File: src/rtl/zcheck_sweep_ctrl.sv
// Impedance-check sweep sequencer for rhd_2048: walks a channel range,
// retries saturated readings at lower scale and streams results out.
module zcheck_sweep_ctrl #(
    parameter int               NUM_CHANNELS   = 2048,
    parameter int               CH_W           = 12,
    parameter int               MAG_W          = 16,
    parameter int               SETTLE_CYCLES  = 1000,
    parameter int               TIMEOUT_CYCLES = 2000000,
    parameter logic [MAG_W-1:0] SAT_THRESH     = 16'hF000
) (
    input  logic             clk,
    input  logic             rst,
    input  logic             sweep_start,
    input  logic             sweep_abort,
    input  logic [CH_W-1:0]  first_channel,
    input  logic [CH_W-1:0]  last_channel,
    input  logic [1:0]       start_scale,
    output logic             zcheck_start,
    output logic [CH_W-1:0]  zcheck_global_channel,
    output logic [1:0]       zcheck_scale,
    input  logic             zcheck_busy,
    input  logic             zcheck_done,
    input  logic [MAG_W-1:0] zcheck_mag,
    output logic             res_valid,
    input  logic             res_ready,
    output logic [CH_W-1:0]  res_channel,
    output logic [1:0]       res_scale,
    output logic [MAG_W-1:0] res_mag,
    output logic             res_sat,
    output logic             sweep_busy,
    output logic             sweep_done,
    output logic             sweep_err
);

    localparam int CNT_MAX = (SETTLE_CYCLES > TIMEOUT_CYCLES) ?
                             SETTLE_CYCLES : TIMEOUT_CYCLES;
    localparam int CNT_W = $clog2(CNT_MAX + 1);
    localparam logic [CNT_W-1:0] SETTLE_LAST = CNT_W'(SETTLE_CYCLES - 1);
    localparam logic [CNT_W-1:0] TMO_LAST    = CNT_W'(TIMEOUT_CYCLES - 1);
    localparam logic [CH_W:0]    NUM_CH      = (CH_W + 1)'(NUM_CHANNELS);

    typedef enum logic [2:0] {
        S_IDLE,
        S_SETTLE,
        S_WAIT_IDLE,
        S_START,
        S_WAIT_DONE,
        S_EVAL,
        S_EMIT,
        S_FINISH
    } state_t;

    state_t           state_q, state_d;
    logic [CH_W-1:0]  ch_q, ch_d;
    logic [CH_W-1:0]  last_q, last_d;
    logic [1:0]       sscale_q, sscale_d;
    logic [1:0]       scale_q, scale_d;
    logic [CNT_W-1:0] cnt_q, cnt_d;
    logic [MAG_W-1:0] mag_q, mag_d;
    logic             rvalid_q, rvalid_d;
    logic [CH_W-1:0]  rch_q, rch_d;
    logic [1:0]       rscale_q, rscale_d;
    logic [MAG_W-1:0] rmag_q, rmag_d;
    logic             rsat_q, rsat_d;
    logic             err_q, err_d;
    logic             done_q, done_d;
    logic             sat;
    logic             bad_range;

    assign sat       = (mag_q >= SAT_THRESH);
    assign bad_range = (first_channel > last_channel) ||
                       ({1'b0, last_channel} >= NUM_CH);

    always_comb begin
        state_d  = state_q;
        ch_d     = ch_q;
        last_d   = last_q;
        sscale_d = sscale_q;
        scale_d  = scale_q;
        cnt_d    = cnt_q;
        mag_d    = mag_q;
        rvalid_d = rvalid_q;
        rch_d    = rch_q;
        rscale_d = rscale_q;
        rmag_d   = rmag_q;
        rsat_d   = rsat_q;
        err_d    = err_q;
        done_d   = 1'b0;
        unique case (state_q)
            S_IDLE: begin
                if (sweep_start) begin
                    if (bad_range) begin
                        err_d  = 1'b1;
                        done_d = 1'b1;
                    end else begin
                        err_d    = 1'b0;
                        ch_d     = first_channel;
                        last_d   = last_channel;
                        sscale_d = start_scale;
                        scale_d  = start_scale;
                        cnt_d    = '0;
                        state_d  = S_SETTLE;
                    end
                end
            end
            S_SETTLE: begin
                if (sweep_abort) begin
                    state_d = S_FINISH;
                end else if (cnt_q == SETTLE_LAST) begin
                    state_d = S_WAIT_IDLE;
                end else begin
                    cnt_d = cnt_q + CNT_W'(1);
                end
            end
            S_WAIT_IDLE: begin
                if (sweep_abort) begin
                    state_d = S_FINISH;
                end else if (!zcheck_busy) begin
                    state_d = S_START;
                end
            end
            S_START: begin
                cnt_d   = '0;
                state_d = S_WAIT_DONE;
            end
            // A measurement in flight is never abandoned, even on abort
            S_WAIT_DONE: begin
                if (zcheck_done) begin
                    mag_d   = zcheck_mag;
                    state_d = S_EVAL;
                end else if (cnt_q == TMO_LAST) begin
                    err_d   = 1'b1;
                    state_d = S_FINISH;
                end else begin
                    cnt_d = cnt_q + CNT_W'(1);
                end
            end
            S_EVAL: begin
                if (sat && (scale_q != 2'd0)) begin
                    scale_d = scale_q - 2'd1;
                    cnt_d   = '0;
                    state_d = S_SETTLE;
                end else begin
                    rvalid_d = 1'b1;
                    rch_d    = ch_q;
                    rscale_d = scale_q;
                    rmag_d   = mag_q;
                    rsat_d   = sat;
                    state_d  = S_EMIT;
                end
            end
            S_EMIT: begin
                if (res_ready) begin
                    rvalid_d = 1'b0;
                    if (sweep_abort || (ch_q == last_q)) begin
                        state_d = S_FINISH;
                    end else begin
                        ch_d    = ch_q + CH_W'(1);
                        scale_d = sscale_q;
                        cnt_d   = '0;
                        state_d = S_SETTLE;
                    end
                end
            end
            S_FINISH: begin
                done_d  = 1'b1;
                state_d = S_IDLE;
            end
            default: state_d = S_IDLE;
        endcase
    end

    always_ff @(posedge clk or posedge rst) begin
        if (rst) begin
            state_q  <= S_IDLE;
            ch_q     <= '0;
            last_q   <= '0;
            sscale_q <= '0;
            scale_q  <= '0;
            cnt_q    <= '0;
            mag_q    <= '0;
            rvalid_q <= 1'b0;
            rch_q    <= '0;
            rscale_q <= '0;
            rmag_q   <= '0;
            rsat_q   <= 1'b0;
            err_q    <= 1'b0;
            done_q   <= 1'b0;
        end else begin
            state_q  <= state_d;
            ch_q     <= ch_d;
            last_q   <= last_d;
            sscale_q <= sscale_d;
            scale_q  <= scale_d;
            cnt_q    <= cnt_d;
            mag_q    <= mag_d;
            rvalid_q <= rvalid_d;
            rch_q    <= rch_d;
            rscale_q <= rscale_d;
            rmag_q   <= rmag_d;
            rsat_q   <= rsat_d;
            err_q    <= err_d;
            done_q   <= done_d;
        end
    end

    assign zcheck_start          = (state_q == S_START);
    assign zcheck_global_channel = ch_q;
    assign zcheck_scale          = scale_q;
    assign res_valid             = rvalid_q;
    assign res_channel           = rch_q;
    assign res_scale             = rscale_q;
    assign res_mag               = rmag_q;
    assign res_sat               = rsat_q;
    assign sweep_busy            = (state_q != S_IDLE);
    assign sweep_done            = done_q;
    assign sweep_err             = err_q;

endmodule

File: config.mk
export PLATFORM = sky130hd
export DESIGN_NAME = zcheck_sweep_ctrl
export DESIGN_NICKNAME = d
export VERILOG_FILES = /design/src/rtl/zcheck_sweep_ctrl.sv
export SDC_FILE = /design/constraint.sdc
export NUM_CORES = 1
export LEC_CHECK = 0
export CORE_MARGIN = 1
export CORE_UTILIZATION = 57
export DETAILED_ROUTE_END_ITERATION = 12
export HOLD_SLACK_MARGIN = 0.02
export PLACE_DENSITY = 0.9
export SLEW_MARGIN = 20
export SYNTH_ARGS = -nofsm -noshare
export SYNTH_HDL_FRONTEND = slang
export SYNTH_SLANG_ARGS = --single-unit
File: constraint.sdc
create_clock -name clk -period 9.5 [get_ports clk]
set_input_delay 1.9 -clock clk [delete_from_list [all_inputs] [get_ports clk]]
set_output_delay 1.9 -clock clk [all_outputs]
set_load 0.1 [all_outputs]
==> results of run 1 <==
critical path: cells and delay by family:
kind,cells,cell delay [ns]
AND/OR/NAND/NOR,3,1.20
buffers and inverters,3,0.83
AO/OA/AOI/OAI,3,0.62
adder cells (fa/ha/maj),1,0.30
cell usage in the layout (no fill, tap or decap), types with 3 or more instances in the layout:
| cell type | netlist | final |
|---|---|---|
| and2_1 | 4 | 4 |
| ha_1 | 15 | 15 |
| a21oi_1 | 22 | 22 |
| o31ai_1 | 6 | 6 |
| nand2b_1 | 5 | 5 |
| clkbuf_8 | 0 | 9 |
| dfrtp_1 | 102 | 102 |
| nand2_1 | 73 | 73 |
| nor3_1 | 18 | 17 |
| inv_1 | 33 | 32 |
| a21o_1 | 7 | 7 |
| xor2_1 | 12 | 12 |
| nor4_1 | 14 | 14 |
| buf_4 | 0 | 4 |
| and3_1 | 14 | 14 |
| a2bb2oi_1 | 9 | 9 |
| o32ai_1 | 3 | 3 |
| a21boi_0 | 4 | 3 |
| o22ai_1 | 8 | 8 |
| or3_1 | 5 | 5 |
| clkinv_8 | 0 | 3 |
| nand3_1 | 21 | 21 |
| mux2_2 | 42 | 42 |
| nor2_1 | 24 | 24 |
| nand4_1 | 9 | 9 |
| clkdlybuf4s50_1 | 0 | 98 |
| a211o_1 | 9 | 9 |
| o21ai_0 | 25 | 25 |
| mux2i_1 | 3 | 3 |
| a31oi_1 | 9 | 9 |
kinds of logic after synthesis:
logic type | after synthesis | synth area share
simple gates | 208 | 0.196
xor+xnor | 13 | 0.0205
compound gates | 121 | 0.147
mux | 46 | 0.0927
buf+inv | 65 | 0.0500
flops | 102 | 0.460
fa+ha+maj | 15 | 0.0338
Yosys cell counts, types with 6 or more instances:
master / n
nor4_1: 14
and3_1: 14
inv_1: 33
a21o_1: 7
mux2_2: 42
nand2_1: 73
o31ai_1: 6
nand4_1: 9
dfrtp_1: 102
nor3_1: 18
o22ai_1: 8
o21ai_0: 25
xor2_1: 12
a211o_1: 9
a21oi_1: 22
nand3_1: 21
a31oi_1: 9
nor2_1: 24
buf_2: 8
clkbuf_1: 20
a2bb2oi_1: 9
ha_1: 15
layout make-up:
| class | instances | area, sq um | area share |
|---|---|---|---|
| Multi-Input combinational cell | 403 | 2730 | 0.399 |
| Inverter | 33 | 126 | 0.0185 |
| Tap cell | 129 | 161 | 0.0236 |
| Timing Repair Buffer | 102 | 1010 | 0.148 |
| Clock inverter | 7 | 129 | 0.0189 |
| Clock buffer | 9 | 124 | 0.0181 |
| Sequential cell | 102 | 2550 | 0.374 |
layer usage:
metal | global-route usage | up-vias | share of wire
met2 | 0.523 | 244 | 0.51
met5 | 0 | - | 0
li1 | - | 2220 | -
met3 | 0.0673 | 28 | 0.074
met1 | 0.372 | 2317 | 0.40
met4 | 0.100 | 0 | 0.021
how the worst min path moves through the flow:
stage / startpoint / end / slack [ns] / cells past startpoint
floorplan: mag_q[0] / res_mag[0] / 0.43 / 2
global placement: mag_q[8] / res_mag[8] / 0.44 / 2
detailed placement: mag_q[7] / res_mag[7] / 0.46 / 2
CTS: mag_q[7] / res_mag[7] / 0.49 / 2
global route: mag_q[4] / res_mag[4] / 0.51 / 2
finish: mag_q[7] / res_mag[7] / 0.48 / 2
registers in the layout (all words and copies together), names as in the netlist:
signal	flops
res_scale	2
res_mag	16
sweep_done	1
res_valid	1
zcheck_global_channel	12
last_q	12
cnt_q	21
zcheck_scale	2
res_sat	1
mag_q	16
sweep_err	1
state_q	3
res_channel	12
sscale_q	2
through the flow:
step	instance area (sq um)	instances	setup slack, ns	utilization
2_1_floorplan	5550	570	4.92	-
6_report	6830	785	4.90	0.733
4_1_cts	6830	785	4.65	0.732
3_3_place_gp	6580	769	4.42	0.705
3_5_place_dp	6580	769	4.26	0.705
5_1_grt	6830	785	4.82	0.733
==> results_dict.tcl, run 1 <==
set metrics [dict create \
    outcome "complete, no violations" \
    grt_pass1_vias 4806 \
    r2r_start "state_q[1]" \
    post_cts_buffers 0 \
    vias_per_cell 6.13 \
    drc 0 \
    cp.required_ns 9.76 \
    overflow 0 \
    hold_viol_final 0 \
    hold_path.class "reg -> reg" \
    r2r_slack_ns 5.95 \
    synth_flop_cell "dfrtp_1" \
    path_max_fanout 19 \
    nets 715 \
    slew-limit-headroom 0.296 \
    cap_violations 0 \
    slew_viol_final 0 \
    crit_type "in -> reg" \
    drtPass1Iterations 5 \
    hold_buffers 0 \
    cts_sinks 102 \
    row_count 35 \
    core_sq_um 9330 \
    drive_gt1_frac 0.116 \
    synthDistinctLibCells 62 \
    fin_skew_ns 0.0129 \
    grt_use_total 0.301 \
    portBuffers 98 \
    wl_per_cell_um 18.4 \
    crit_path_start_kind "primary input" \
    cts.repair.resized 0 \
    cp_cell_sequence "clkdlybuf4s50_1 > inv_1 > ha_1 > nand4_1 > nor4_1 > a21o_1 > a31oi_2 > buf_4 > or3_1 > a211o_1" \
    synth.yosys.seq_area_share 0.460 \
    fp.dieW_um 101 \
    antenna_cells 0 \
    synthToLayoutAreaGrowth_pct 23.1 \
    synth_area_leaders "dfrtp_1 46%, mux2_2 8.5%, nand2_1 4.9%, ha_1 3.4%, o21ai_0 2.3%" \
    synth.largest_area_cell "dfrtp_1" \
    dieArea_sq_um 10100 \
    reg2reg_to "zcheck_global_channel[1]" \
    tightest_slew_ns 1.05 \
    nFillCells 661 \
    grt_max_degree 58 \
    place_congestion 0.932 \
    drtAntennaViolNets 0 \
    rsz0062_at_grt "false" \
    async_flop_share 1.00 \
    critPathLaunch "last_channel[11]" \
    setup_viol_count_final 0 \
    cpPeakStageDelay_ns 0.63 \
    synth_fp_nets 634 \
    cts-root-buf "clkbuf_8" \
    r2r_cells 5 \
    start_util 0.595 \
    cts_buffer_depth 2 \
    syn_area_per_cell_sq_um 9.74 \
    synth_seq_cells 102 \
    tritoncts "yes" \
    crit_path_end_kind "register" \
    arrival_ns 4.86 \
    finalHoldWorstSlack_ns 0.483 \
    drt-initial-drc-count 304 \
    cp_slowest_cell "or3_1" \
    numCtsBuffers 9 \
    grt_pass1_wl_um 23700 \
    via_count 4809 \
    yosys_warnings 0 \
    synth_top_area_share 0.460 \
    crit_end "cnt_q[20]" \
    h-tree-depth 3 \
    syn_inst 570 \
    antenna_found_initial 0 \
    syn_area_sq_um 5550 \
    fin_crit_sh 0.484 \
    synth_edf_count 0 \
    clk_latency_ns 0.38 \
    dp_hpwl_um 10200 \
    ioPinCount 99 \
    die_h_um 101 \
    fmax_mhz 217 \
    tns_ns 0 \
    finalCriticalPeriod_ns 4.60 \
    cts.reportedPaths.clkPinSlew_ns 0.12 \
    drt-total-wl_um 14500 \
]
Power of run 1 is not shown: default switching activity piles up to over one toggle a cycle in this logic, so the estimate is an artifact.
==> run 2, diff against run 1 <==
--- a/config.mk
+++ b/config.mk
@@ -6,10 +6,10 @@
 export NUM_CORES = 1
 export LEC_CHECK = 0
 export CORE_MARGIN = 1
-export CORE_UTILIZATION = 57
+export CORE_UTILIZATION = 48
 export DETAILED_ROUTE_END_ITERATION = 12
 export HOLD_SLACK_MARGIN = 0.02
-export PLACE_DENSITY = 0.9
+export PLACE_DENSITY = 0.81
 export SLEW_MARGIN = 20
 export SYNTH_ARGS = -nofsm -noshare
 export SYNTH_HDL_FRONTEND = slang
==> constraint.sdc (replaced) <==
create_clock -name clk -period 3.8 [get_ports clk]
set_input_delay 0.76 -clock clk [delete_from_list [all_inputs] [get_ports clk]]
set_output_delay 0.76 -clock clk [all_outputs]
set_load 0.1 [all_outputs]
==> run 2 against run 1 <==
Sequential share of layout area shrank 0.50 points. Non-clock buffer count up 8. Via count down 0.27%. Core utilization shrank 10 points. Routed wire length grew 1.2%. Global-route usage fell by 4.3 points. Highest routed layer unchanged. Clock skew decreased by 0.0012 ns.
==> results_dict.tcl, run 2 (synthesized netlist as in run 1, its figures left out) <==
set metrics [dict create \
    slew_viol_final 0 \
    r2r_start "state_q[1]" \
    crit_type "in -> reg" \
    clk_latency_ns 0.36 \
    cts_sinks 102 \
    finalCriticalPeriod_ns 3.33 \
    grt_pass1_vias 4712 \
    min_from "mag_q[6]" \
    core_sq_um 11000 \
    tritoncts "yes" \
    cts_buffer_depth 2 \
    slew-limit-headroom 0.308 \
    place_congestion 0.946 \
    outcome "complete, no violations" \
    row_count 38 \
    drt-total-wl_um 14600 \
    cts.repair.resized 0 \
    wl_per_cell_um 18.2 \
    reg2reg_to "cnt_q[13]" \
    grt_pass1_wl_um 23400 \
    largest_register "cnt_q" \
    setup_viol_count_final 0 \
    ioPinCount 99 \
    crit_path_start_kind "primary input" \
    via_count 4796 \
    r2r_slack_ns 1.01 \
    portBuffers 98 \
    nets 723 \
    post_cts_buffers 0 \
    grt_max_degree 52 \
    tns_ns 0 \
    synthToLayoutAreaGrowth_pct 24.8 \
    largest_reg_flops 21 \
    antenna_found_initial 0 \
    hold_end "res_mag[6]" \
    numCtsBuffers 9 \
    fin_skew_ns 0.0116 \
    drive_gt1_frac 0.127 \
    drc 0 \
    hold_viol_final 0 \
    r2r_cells 5 \
    rsz0062_at_grt "false" \
    dp_hpwl_um 10700 \
    die_h_um 110 \
    antenna_cells 0 \
    cap_violations 0 \
    cts-root-buf "clkbuf_16" \
    grt_use_total 0.259 \
    drt-initial-drc-count 348 \
    drtPass1Iterations 5 \
    cp.required_ns 4.09 \
    overflow 0 \
    hold_path_depth 2 \
    cts.reportedPaths.clkPinSlew_ns 0.08 \
    arrival_ns 3.61 \
    mostFrequentLayoutCell "dfrtp_1" \
    fmax_mhz 301 \
    start_util 0.503 \
    final_cell_mix "102 x dfrtp_1, 96 x clkdlybuf4s50_1, 73 x nand2_1" \
    tightest_slew_ns 1.04 \
    drtAntennaViolNets 0 \
    hold_buffers 0 \
    vias_per_cell 5.97 \
    hold_path.class "reg -> reg" \
    fp.dieW_um 110 \
    h-tree-depth 3 \
    crit_path_end_kind "register" \
    fin_crit_sh 0.875 \
    path_max_fanout 18 \
    dieArea_sq_um 12000 \
]
==> run 2: metrics by stage <==
stage | worst slack, ns | instance area [sq um] | hold slack [ns] | instances | util
detailed placement | 0.190 | 6640 | 0.456 | 788 | 0.602
CTS | 0.552 | 6930 | 0.474 | 804 | 0.628
global placement | 0.315 | 6640 | 0.445 | 788 | 0.602
floorplan | 0.365 | 5550 | 0.435 | 570 | -
finish | 0.473 | 6930 | 0.472 | 804 | 0.628
global route | 0.252 | 6930 | 0.500 | 804 | 0.628
==> run 2: cell type report <==
class | count | area, sq um
fill | 919 | 4110
tap | 140 | 175
clock buffer | 10 | 229
multi-input combinational | 403 | 2720
clock inverter | 6 | 52.6
timing repair buffer | 110 | 1070
sequential | 102 | 2550
inverter | 33 | 126
==> run 2: metal layers <==
layer | global-route usage | part of all wire
met2 | 0.423 | 0.48
met1 | 0.335 | 0.42
met3 | 0.0628 | 0.082
met5 | 0 | 0
met4 | 0.0905 | 0.017
==> run 2: worst max-delay path by stage <==
stage                startpoint   endpoint  slack (ns)  depth (start not counted)
2_1_floorplan               rst   cnt_q[0]        0.36                          1
3_3_place_gp    last_channel[7]  last_q[5]        0.31                          9
3_5_place_dp   last_channel[11]   cnt_q[1]        0.19                         10
4_1_cts        last_channel[11]   cnt_q[1]        0.55                         10
5_1_grt        last_channel[11]  cnt_q[19]        0.25                         10
6_report       last_channel[11]   cnt_q[1]        0.47                         10
==> run 2: worst max-delay path, stage by stage <==
cell	delay, ns
clkdlybuf4s50_1	0.49
inv_1	0.09
ha_1	0.31
nand4_1	0.16
nor4_1	0.45
a21o_1	0.20
a31oi_2	0.05
buf_4	0.24
nor4b_4	0.60
mux2i_1	0.27
Power of run 2 is left out for the same reason.
==> patch 1 (flow settings as in run 2) <==
Put one more register stage on the output `sweep_err`, with the module's reset. The value now appears one clock later. The other outputs are not delayed to match.
--- a/src/rtl/zcheck_sweep_ctrl.sv
+++ b/src/rtl/zcheck_sweep_ctrl.sv
@@ -216,3 +216,9 @@
     assign sweep_done            = done_q;
-    assign sweep_err             = err_q;
+    always_ff @(posedge clk or posedge rst) begin
+        if (rst) begin
+            sweep_err <= '0;
+        end else begin
+            sweep_err <= err_q;
+        end
+    end
 
Function: changed (Yosys sat finds a counterexample within 4 cycles, from zero or initial values and one cycle with rst high).
==> patch 1 against run 2 <==
  * Worst setup slack gained 150 ps
  * Wire length shrank 3.9%
  * Synthesized area fell by 1.4%
  * Sequential cell count up 1
  * Non-clock buffer count fell by 2
  * Highest routed layer unchanged
  * Critical path type unchanged
  * Clock skew is 1.2 ps lower
  * Cell area is 0.54% lower
Power is left out: the tool's default activity adds up to more than one toggle a clock period on the data nets, which glitch-free logic cannot reach.
==> patch 1: results (changes against run 2) <==
metric;value;unit;change
status;complete, no violations;;unchanged
skew;10.4;ps;was 11.6 ps
cts_buffer_depth;2;;unchanged
tightest_slew;1000;ps;was 1040 ps
placed_area;6590;um^2;was 6640 um^2
antenna_cells;0;;unchanged
root_buffer;clkbuf_16;;unchanged
r2r_setup_slack;1010;ps;about the same
min_to;sweep_err;;was res_mag[6]
drt-vias-per-instance;5.84;;was 5.97
largest-register;cnt_q;;unchanged
crit_family;simple AND/OR/NAND/NOR gates;;unchanged
ys_types;65;;was 62
hold_start;err_q;;was mag_q[6]
reg2reg_from;state_q[0];;was state_q[1]
netlist_top_cells_count;dfrtp_1, nand2_1, mux2_2;;unchanged
nets;731;;was 723
drv_cap;0;;unchanged
clkTransAtPathRegs;60;ps;was 80 ps
post-cts-setup-buffer-count;0;;unchanged
crit_path_max_fanout;16;;was 18
clk_latency;350;ps;
worstRegToRegCells;7;;was 5
yosys_warnings;0;;unchanged
holdPathStages;0;;was 2
drive_gt1_share;12.9;%;was 12.7%
hpwl;10100;um;was 10700 um
synth_xor_area_share;1.92;%;was 2.05%
cts-htree-levels;3;;unchanged
grt_pass1_vias;4535;;was 4712
grt_antenna_before_repair;0;;unchanged
synth_area_leaders;dfrtp_1, mux2_2, nand2_1, ha_1, a21oi_1;;was dfrtp_1, mux2_2, nand2_1, ha_1, o21ai_0
synthMuxAreaShare;8.59;%;was 9.27%
grt_first_pass_wirelength;22500;um;was 23400 um
critPathArrivalTime;3400;ps;was 3610 ps
seq_area_frac_synth;47.1;%;was 46.0%
buffer_ports.inserted;98;;unchanged
synth_compound_area_share;13.7;%;was 14.7%
drt-total-wl;14100;um;was 14600 um
drt_iter0_markers;374;;was 348
grt_max_degree;104;;was 52
reg2reg_to;cnt_q[2];;was cnt_q[13]
synth_fp_nets;638;;was 634
grt_usage;24.8;%;was 25.9%
nFillCells;927;;was 919
cp_slowest_cell;or4b_4;;was nor4b_4
min_path_type;reg -> reg;;unchanged
critical-path-max-stage-delay;530;ps;was 600 ps
place_ws;265;ps;was 190 ps
place_congestion;0.993;;was 0.946
synth-adder-area-share;3.43;%;was 3.38%
==> patch 1: cell type report <==
type	instances	area (um^2)	share of cell area, %
multi-input combinational	418	2670	38.8
timing repair buffer	108	1060	15.4
tap	140	175	2.54
inverter	27	104	1.51
sequential	103	2580	37.4
clock inverter	6	66.3	0.963
clock buffer	10	229	3.32
==> patch 1: worst max path at each step <==
stage / endpoint / slack, ps / from
after floorplan: cnt_q[0] / 340 / rst
after global placement: cnt_q[16] / 310 / last_channel[1]
after detailed placement: cnt_q[16] / 260 / last_channel[1]
after CTS: cnt_q[12] / 630 / last_channel[1]
after global routing: cnt_q[12] / 470 / last_channel[11]
final: cnt_q[12] / 620 / last_channel[1]
==> patch 1: through the flow <==
stage,utilization (%),std cells,hold slack (ps)
after detailed placement,60.0,796,409
after global routing,62.7,812,439
final,62.7,812,421
after floorplan,-,574,354
after CTS,62.7,812,422
after global placement,60.0,796,423
==> patch 1: kinds of logic (layout without fill, tap and decap cells) <==
logic type | after synthesis | in the layout
adder cells (fa/ha/maj) | 15 | 15
buffers and inverters | 53 | 151
flip-flops | 103 | 103
multiplexers | 42 | 42
AND/OR/NAND/NOR | 231 | 231
AO/OA/AOI/OAI | 118 | 118
XOR/XNOR | 12 | 12
==> patch 1: layer usage <==
layer / vias up / routed length (um) / global-route usage (%)
met1: 2273 / 6050 / 32.3
met4: 0 / 325 / 9.56
li1: 2230 / - / -
met5: - / 0 / 0
met3: 28 / 885 / 4.18
met2: 215 / 6810 / 41.2
==> patch 2 (config.mk and constraints of run 2) <==
Made on the original files. The parameter `MAG_W` goes from 16 to 32.
--- a/src/rtl/zcheck_sweep_ctrl.sv
+++ b/src/rtl/zcheck_sweep_ctrl.sv
@@ -5,3 +5,3 @@
     parameter int               CH_W           = 12,
-    parameter int               MAG_W          = 16,
+    parameter int               MAG_W          = 32,
     parameter int               SETTLE_CYCLES  = 1000,
Ports: changed (resized res_mag and zcheck_mag); port bits go from 99 to 131. No check against the original RTL was run, so the function may have changed too.
==> patch 2 against run 2 <==
  * Cell area increased by 26%
  * Sequential cell count grew 32
  * Register-to-register slack better by 80 ps
  * Critical path depth is the same
  * Synthesized area is 20% higher
  * Clock skew fell by 6.5 ps
  * Wire length is 9.6% higher
  * Utilization increased by 2.1 points
  * Worst setup slack improved by 180 ps
  * Final cell count increased by 14%
  * Critical endpoint is now last_q[4]
  * Highest routed layer unchanged
Power is left out: the tool's default activity adds up to more than one toggle a clock period on the data nets, which glitch-free logic cannot reach.
==> patch 2: results (changes against run 2) <==
metric;value;unit;change
met2_usage;35.5;%;was 42.3%
hpwl;11300;um;was 10700 um
drt_iter0_markers;667;;was 348
synth-adder-area-share;2.81;%;was 3.38%
synthMuxAreaShare;17.0;%;was 9.27%
placed_area;8110;um^2;was 6640 um^2
grt_usage;23.5;%;was 25.9%
cts_buffer_depth;2;;unchanged
critPathArrivalTime;3450;ps;was 3610 ps
grt.met1_usage;32.8;%;was 33.5%
syn_avg_cell_area;11.2;um^2;was 9.74 um^2
clk_latency;420;ps;was 360 ps
use_met3;5.32;%;was 6.28%
skew;5.10;ps;was 11.6 ps
root_buffer;clkbuf_16;;unchanged
synth_xor_area_share;1.71;%;was 2.05%
status;complete, no violations;;unchanged
buffer_ports.inserted;130;;was 98
antenna_cells;0;;unchanged
drtPass1Iterations;5;;unchanged
seq_area_frac_synth;50.3;%;was 46.0%
grt_pass1_vias;5086;;was 4712
netlist_top_cells_count;dfrtp_1, nand2_1, mux2_2;;unchanged
grt_first_pass_wirelength;26200;um;was 23400 um
min_path_type;reg -> reg;;unchanged
post-cts-setup-buffer-count;0;;unchanged
synth_area_leaders;dfrtp_1, mux2_4, mux2_2, a31oi_1, ha_1;;was dfrtp_1, mux2_2, nand2_1, ha_1, o21ai_0
ys_types;50;;was 62
yosys_most_used_dff;dfrtp_1;;unchanged
drt-vias-per-instance;5.84;;was 5.97
drive_gt1_share;18.8;%;was 12.7%
drt-total-wl;16100;um;was 14600 um
cp_slowest_cell;clkdlybuf4s50_1;;was nor4b_4
slew_headroom;30.9;%;was 30.8%
yosys_warnings;0;;unchanged
place_congestion;0.959;;was 0.946
cts_resized;0;;unchanged
grt_antenna_before_repair;0;;unchanged
critical-path-max-stage-delay;570;ps;was 600 ps
crit_path_max_fanout;12;;was 18
cts-htree-levels;4;;was 3
synth_compound_area_share;12.4;%;was 14.7%
vias;5335;;was 4796
async_flop_share;100;%;unchanged
nets;805;;was 723
placed_cells;882;;was 788
place_ws;287;ps;was 190 ps
synth_fp_nets;677;;was 634
grt_max_degree;135;;was 52
cts_inserted_buffers;17;;was 9
clkTransAtPathRegs;60;ps;was 80 ps
## patch 2: layer usage
layer	wire (um)	up-vias
met5	0	-
met4	425	0
met3	1120	41
met2	7230	267
met1	7280	2582
li1	-	2445
## patch 2: worst paths after layout
check	start	slack, ps	depth (start not counted)	to
max	last_channel[11]	650	10	last_q[4]
min	res_scale[1]	490	2	res_scale[1]
max reg2reg	mag_q[19]	1090	6	res_mag[14]
min reg2reg	res_scale[1]	490	2	res_scale[1]
max in group asynchronous	rst	2410	3	last_q[5]
min in group asynchronous	rst	910	3	res_mag[31]
## patch 2: final cells by class
| cell class | count | area (um^2) |
|---|---|---|
| flip-flops and latches | 134 | 3350 |
| inverters | 29 | 113 |
| clock inverters | 14 | 150 |
| fillers | 995 | 4700 |
| well taps | 176 | 220 |
| repair buffers | 138 | 1370 |
| multi-input cells | 405 | 3050 |
| clock buffers | 18 | 439 |
## patch 2: critical path: cells and delay by family
family	cells	cell delay, ps
compound gates	1	190
fa+ha+maj	1	280
buf+inv	3	930
mux	1	350
simple gates	4	930
